[config.mk]
export PLATFORM = sky130hd
export DESIGN_NAME = register_write_stage
export DESIGN_NICKNAME = d
export VERILOG_FILES = /design/src/rtl/register_write_stage_pkg.sv /design/src/rtl/register_write_stage_decoder.sv /design/src/rtl/register_write_stage.sv
export SDC_FILE = /design/constraint.sdc
export NUM_CORES = 1
export LEC_CHECK = 0
export CAP_MARGIN = 20
export CORE_ASPECT_RATIO = 1.1
export CORE_MARGIN = 10
export CORE_UTILIZATION = 45
export DETAILED_ROUTE_END_ITERATION = 7
export PLACE_DENSITY = 0.79
export SYNTH_ARGS = -nofsm -noshare
export SYNTH_HDL_FRONTEND = slang
export SYNTH_SLANG_ARGS = --single-unit
[constraint.sdc]
create_clock -name clk -period 1.6 [get_ports clk]
set_input_delay 0.16 -clock clk [delete_from_list [all_inputs] [get_ports clk]]
set_output_delay 0.16 -clock clk [all_outputs]
set_load 0.02 [all_outputs]
[src/rtl/register_write_stage_pkg.sv]
// Shared constants and FSM encoding for the register-file write stage.
package register_write_stage_pkg;

    localparam int NUM_REGS   = 8;
    localparam int ADDR_W     = 3;
    localparam int DATA_W_DEF = 32;

    typedef enum logic {
        ST_IDLE  = 1'b0,
        ST_CLEAR = 1'b1
    } state_e;

endpackage

[src/rtl/register_write_stage_decoder.sv]
// 3-to-8 one-hot decoder; used for both the write address and the clear counter.
module write_decoder_3to8
    import register_write_stage_pkg::*;
(
    input  logic [ADDR_W-1:0]   addr,
    input  logic                en,
    output logic [NUM_REGS-1:0] onehot
);

    always_comb begin
        onehot = '0;
        if (en) begin
            onehot[addr] = 1'b1;
        end
    end

endmodule

[src/rtl/register_write_stage.sv]
// Eight-entry register file write side: handshaked single writes plus a
// progressive one-register-per-cycle clear sequence.
module register_write_stage
    import register_write_stage_pkg::*;
#(
    parameter int DATA_W    = DATA_W_DEF,
    parameter int ZERO_REG0 = 0
) (
    input  logic              clk,
    input  logic              reset,
    input  logic              wr_valid,
    output logic              wr_ready,
    input  logic [2:0]        wr_addr,
    input  logic [DATA_W-1:0] wr_data,
    input  logic              clr_start,
    output logic              clr_busy,
    output logic [DATA_W-1:0] to_reg0,
    output logic [DATA_W-1:0] to_reg1,
    output logic [DATA_W-1:0] to_reg2,
    output logic [DATA_W-1:0] to_reg3,
    output logic [DATA_W-1:0] to_reg4,
    output logic [DATA_W-1:0] to_reg5,
    output logic [DATA_W-1:0] to_reg6,
    output logic [DATA_W-1:0] to_reg7
);

    state_e                          state_q, state_d;
    logic [ADDR_W-1:0]               cnt_q, cnt_d;
    logic [NUM_REGS-1:0][DATA_W-1:0] regs_q, regs_d;

    logic                wr_fire;
    logic                clearing;
    logic [NUM_REGS-1:0] wr_en;
    logic [NUM_REGS-1:0] clr_en;
    logic [NUM_REGS-1:0] reg_en;
    logic [DATA_W-1:0]   reg_wdata;

    // Handshake flags come from registered state only.
    assign clearing = (state_q == ST_CLEAR);
    assign wr_ready = !clearing;
    assign clr_busy = clearing;
    assign wr_fire  = wr_valid && wr_ready;

    write_decoder_3to8 u_wr_dec (
        .addr   (wr_addr),
        .en     (wr_fire),
        .onehot (wr_en)
    );

    write_decoder_3to8 u_clr_dec (
        .addr   (cnt_q),
        .en     (clearing),
        .onehot (clr_en)
    );

    // The two enables are exclusive by state, so a single data mux suffices.
    assign reg_en    = wr_en | clr_en;
    assign reg_wdata = clearing ? '0 : wr_data;

    always_comb begin
        regs_d = regs_q;
        for (int i = 0; i < NUM_REGS; i++) begin
            if (reg_en[i]) begin
                regs_d[i] = reg_wdata;
            end
        end
        if (ZERO_REG0 != 0) begin
            regs_d[0] = '0;
        end
    end

    always_comb begin
        state_d = state_q;
        cnt_d   = cnt_q;
        unique case (state_q)
            ST_IDLE: begin
                if (clr_start) begin
                    state_d = ST_CLEAR;
                    cnt_d   = '0;
                end
            end
            ST_CLEAR: begin
                // Counter wraps 7->0 exactly as the sequence returns to IDLE.
                cnt_d = cnt_q + 3'd1;
                if (cnt_q == 3'd7) begin
                    state_d = ST_IDLE;
                end
            end
            default: begin
                state_d = ST_IDLE;
                cnt_d   = '0;
            end
        endcase
    end

    always_ff @(posedge clk) begin
        if (reset) begin
            state_q <= ST_IDLE;
            cnt_q   <= '0;
            regs_q  <= '0;
        end else begin
            state_q <= state_d;
            cnt_q   <= cnt_d;
            regs_q  <= regs_d;
        end
    end

    assign to_reg0 = (ZERO_REG0 != 0) ? '0 : regs_q[0];
    assign to_reg1 = regs_q[1];
    assign to_reg2 = regs_q[2];
    assign to_reg3 = regs_q[3];
    assign to_reg4 = regs_q[4];
    assign to_reg5 = regs_q[5];
    assign to_reg6 = regs_q[6];
    assign to_reg7 = regs_q[7];

endmodule

==> flow_summary.yaml <==
floorplan:
  initial_utilization: 0.456
  fp.dieH_um: 177
  die-area_sq_um: 28700
  rows: 57
  core-area_sq_um: 22000
  die_width_um: 163
  pin_count: 297
cells_and_area:
  nets: 1289
  final_layout_size_suffix_gt1_frac: 0.248
  syn2layout_area_growth_pct: 41.6
  final_util: 0.646
  stdcell_count: 1561
  nFillCells: 1877
  final_area_sq_um: 14200
status:
  status: "completed"
place:
  dp_cells: 1513
  place_area_sq_um: 13500
  gp_congestion: 0.859
  portBuffers: 296
  pre_cts_ws_ns: -0.334
  post-dp-hpwl_mm: 25.8
global_routing:
  grt_pass1_wl_mm: 55.4
  grt_pass1_vias: 9009
  grt_antenna_before_repair: 1
  overflow: 0
  gr-usage-all-layers: 0.242
  grt_max_degree: 44
detailed_routing:
  drtPass1Iterations: 5
  routed_wl_mm: 36.8
  num_vias: 9237
  drt_iter0_markers: 730
  drc: 0
  antenna_left: 0
  wl_per_cell_um: 23.6
  viasPerCell: 5.92
synth:
  yosys.area.top_type: "dfxtp_1"
  synth_cells: 995
  ys_seq_area_frac: 0.518
  synth_cell_type_count: 28
  avgSynthCellArea_sq_um: 10.1
  netlist_top_cells_area: "dfxtp_1 (52%), a31o_2 (12%), nor3_1 (11%)"
  yosysTopAreaCellShare: 0.518
  synthesis.area_sq_um: 10100
  ys.warnings.count: 0
  synth_seq_cells: 260
  synth_nets: 1036
clock_network:
  numCtsBuffers: 27
  clk_latency_ns: 0.53
  cts_tree: "built"
  clk_pin_slew_ns: 0.06
  root_buffer: "clkbuf_16"
  clock-sinks: 260
  cts_hold_buf: 0
  h-tree-depth: 1
  clockBufferDepth: 3
sta:
  fin_tns_setup_ns: 0
  slew_violations: 0
  hold_viol_final: 0
  min_period_over_period: 0.999
  tightest_slew_ns: 0.487
  fmax_ghz: 0.626
  setup_viol: 0
  setup_ws_ns: 0.00218
  slew_headroom: 0.676
  period_minus_slack_ns: 1.60
  whs_ns: 0.225
  rsz0062_at_grt: "true"
  skew_ns: 0.00551
power_and_ir_drop:
  clkPwrFrac: 0.445
  power.switching_mw: 3.47
  seq_power_share: 0.459
  pwr-share-comb: 0.096
  intPower_mw: 10.9
  p_leak_nw: 6.37
  ir_drop_uv: 759
  powerDensity_nw_per_um2: 1010
  power_mw: 14.4
  swShare: 0.241
job:
  drv_cap: 0
setup_path:
  crit_required_ns: 2.07
  cp_max_fo: 14
  crit_arrival_ns: 2.07
  critPathSlowestCell: "or3b_1"
  cp-end-kind: "register"
  start_kind: "register"
  critical_path_class: "register to register"
  crit_chain: "bufbuf_16, or3b_1, buf_6, nor3_2, a31o_1"
  critPathMaxStageDelay_ns: 0.40
min_path:
  hold_path.class: "input pin to register"
-- metal layers --
layer | vias to the layer above | share of wire | GRT usage
met5 | - | 0 | 0
met4 | 0 | 0.040 | 0.115
met3 | 77 | 0.086 | 0.0649
met2 | 410 | 0.48 | 0.398
met1 | 4503 | 0.40 | 0.289
li1 | 4247 | - | -
-- cell type report --
type | instances | area (sq um) | area share
timing repair buffer | 377 | 3470 | 0.244
clock inverter | 10 | 129 | 0.00905
antenna | 1 | 2.50 | 0.000176
inverter | 4 | 15.0 | 0.00105
multi-input combinational | 578 | 4270 | 0.300
tap | 295 | 369 | 0.0259
clock buffer | 36 | 779 | 0.0547
sequential | 260 | 5210 | 0.366
-- registers in the layout, summed over array words and instances, names as in the netlist, 32 cells and up --
register / cells
to_reg5: 32
to_reg2: 32
to_reg6: 32
to_reg1: 32
to_reg7: 32
to_reg3: 32
to_reg4: 32
to_reg0: 32
-- power by group through the flow --
| stage | logic, mW | clock network, mW | registers (mW) |
|---|---|---|---|
| detailed placement | 1.39 | 0 | 6.76 |
| global placement | 1.37 | 0 | 6.76 |
| CTS | 1.35 | 6.49 | 6.61 |
| finish | 1.39 | 6.41 | 6.62 |
| global route | 1.47 | 6.74 | 6.62 |
| floorplan | 0.613 | 0 | 6.86 |
-- synth_stat cells --
library cell	n
nor3_1	224
dfxtp_1	260
a31o_1	85
nand3_1	1
buf_4	2
nor2_1	4
nor3b_1	2
inv_1	4
or2_1	6
or3b_2	1
buf_1	6
clkbuf_1	75
buf_6	18
nand3b_1	2
nand2b_4	1
or2_2	3
ha_1	2
or3b_1	32
clkbuf_2	2
a31o_2	139
a41oi_1	3
buf_2	50
o211ai_1	32
o21ai_0	32
a211oi_1	1
a41oi_2	5
mux2i_1	1
a21oi_1	2
-- critical path: cells and delay by family, from the launching register on --
kind / cells / cell delay (ns)
and+or+nand+nor: 2 / 0.57
buffers and inverters: 2 / 0.48
AOI/OAI and AO/OA: 1 / 0.11
DFF: 1 / 0.38
-- cells in the final DEF, fill, tap and decap left out, types with 3 or more instances in the layout --
| cell type | Yosys | final |
|---|---|---|
| or3b_1 | 32 | 10 |
| or3b_4 | 0 | 23 |
| buf_12 | 0 | 16 |
| or2_2 | 3 | 3 |
| bufinv_16 | 0 | 3 |
| dlygate4sd2_1 | 0 | 256 |
| dfxtp_1 | 260 | 259 |
| a31o_1 | 85 | 85 |
| inv_1 | 4 | 4 |
| nor3_1 | 224 | 217 |
| a41oi_4 | 0 | 8 |
| nor2_1 | 4 | 4 |
| clkbuf_8 | 0 | 7 |
| o211ai_1 | 32 | 32 |
| clkdlybuf4s50_1 | 0 | 37 |
| or2_4 | 0 | 3 |
| clkbuf_16 | 0 | 27 |
| clkinv_2 | 0 | 6 |
| buf_4 | 2 | 62 |
| a31o_2 | 139 | 139 |
| nor3_2 | 0 | 7 |
| or2_1 | 6 | 3 |
| o21ai_0 | 32 | 32 |
-- worst paths after layout --
check	slack (ns)	depth (start not counted)	startpoint	end
worst max-delay path	0.002	5	clr_busy	to_reg4[27]
worst min-delay path	0.22	3	reset	cnt_q[2]
worst min register to register	0.47	1	to_reg0[31]	to_reg0[31]
worst max register to register	0.002	5	clr_busy	to_reg4[27]
-- kinds of logic after synthesis --
group                      synth area share
AOI/OAI and AO/OA                     0.247
and+or+nand+nor                       0.152
DFF                                   0.518
buffers and inverters                0.0793
adders and majority gates           0.00249
muxes                              0.000996
-- repair_timing --
| item | CTS | global route |
|---|---|---|
| hold endpoints to repair | 0 | 0 |
| setup endpoints to repair | 265 | 72 |
| buffers inserted | 0 | 0 |
| resized for setup | 267 | 29 |
| cloned | 1 | 0 |
| pin swaps | 0 | 2 |
No activity file was read; power rests on OpenSTA's default activity.
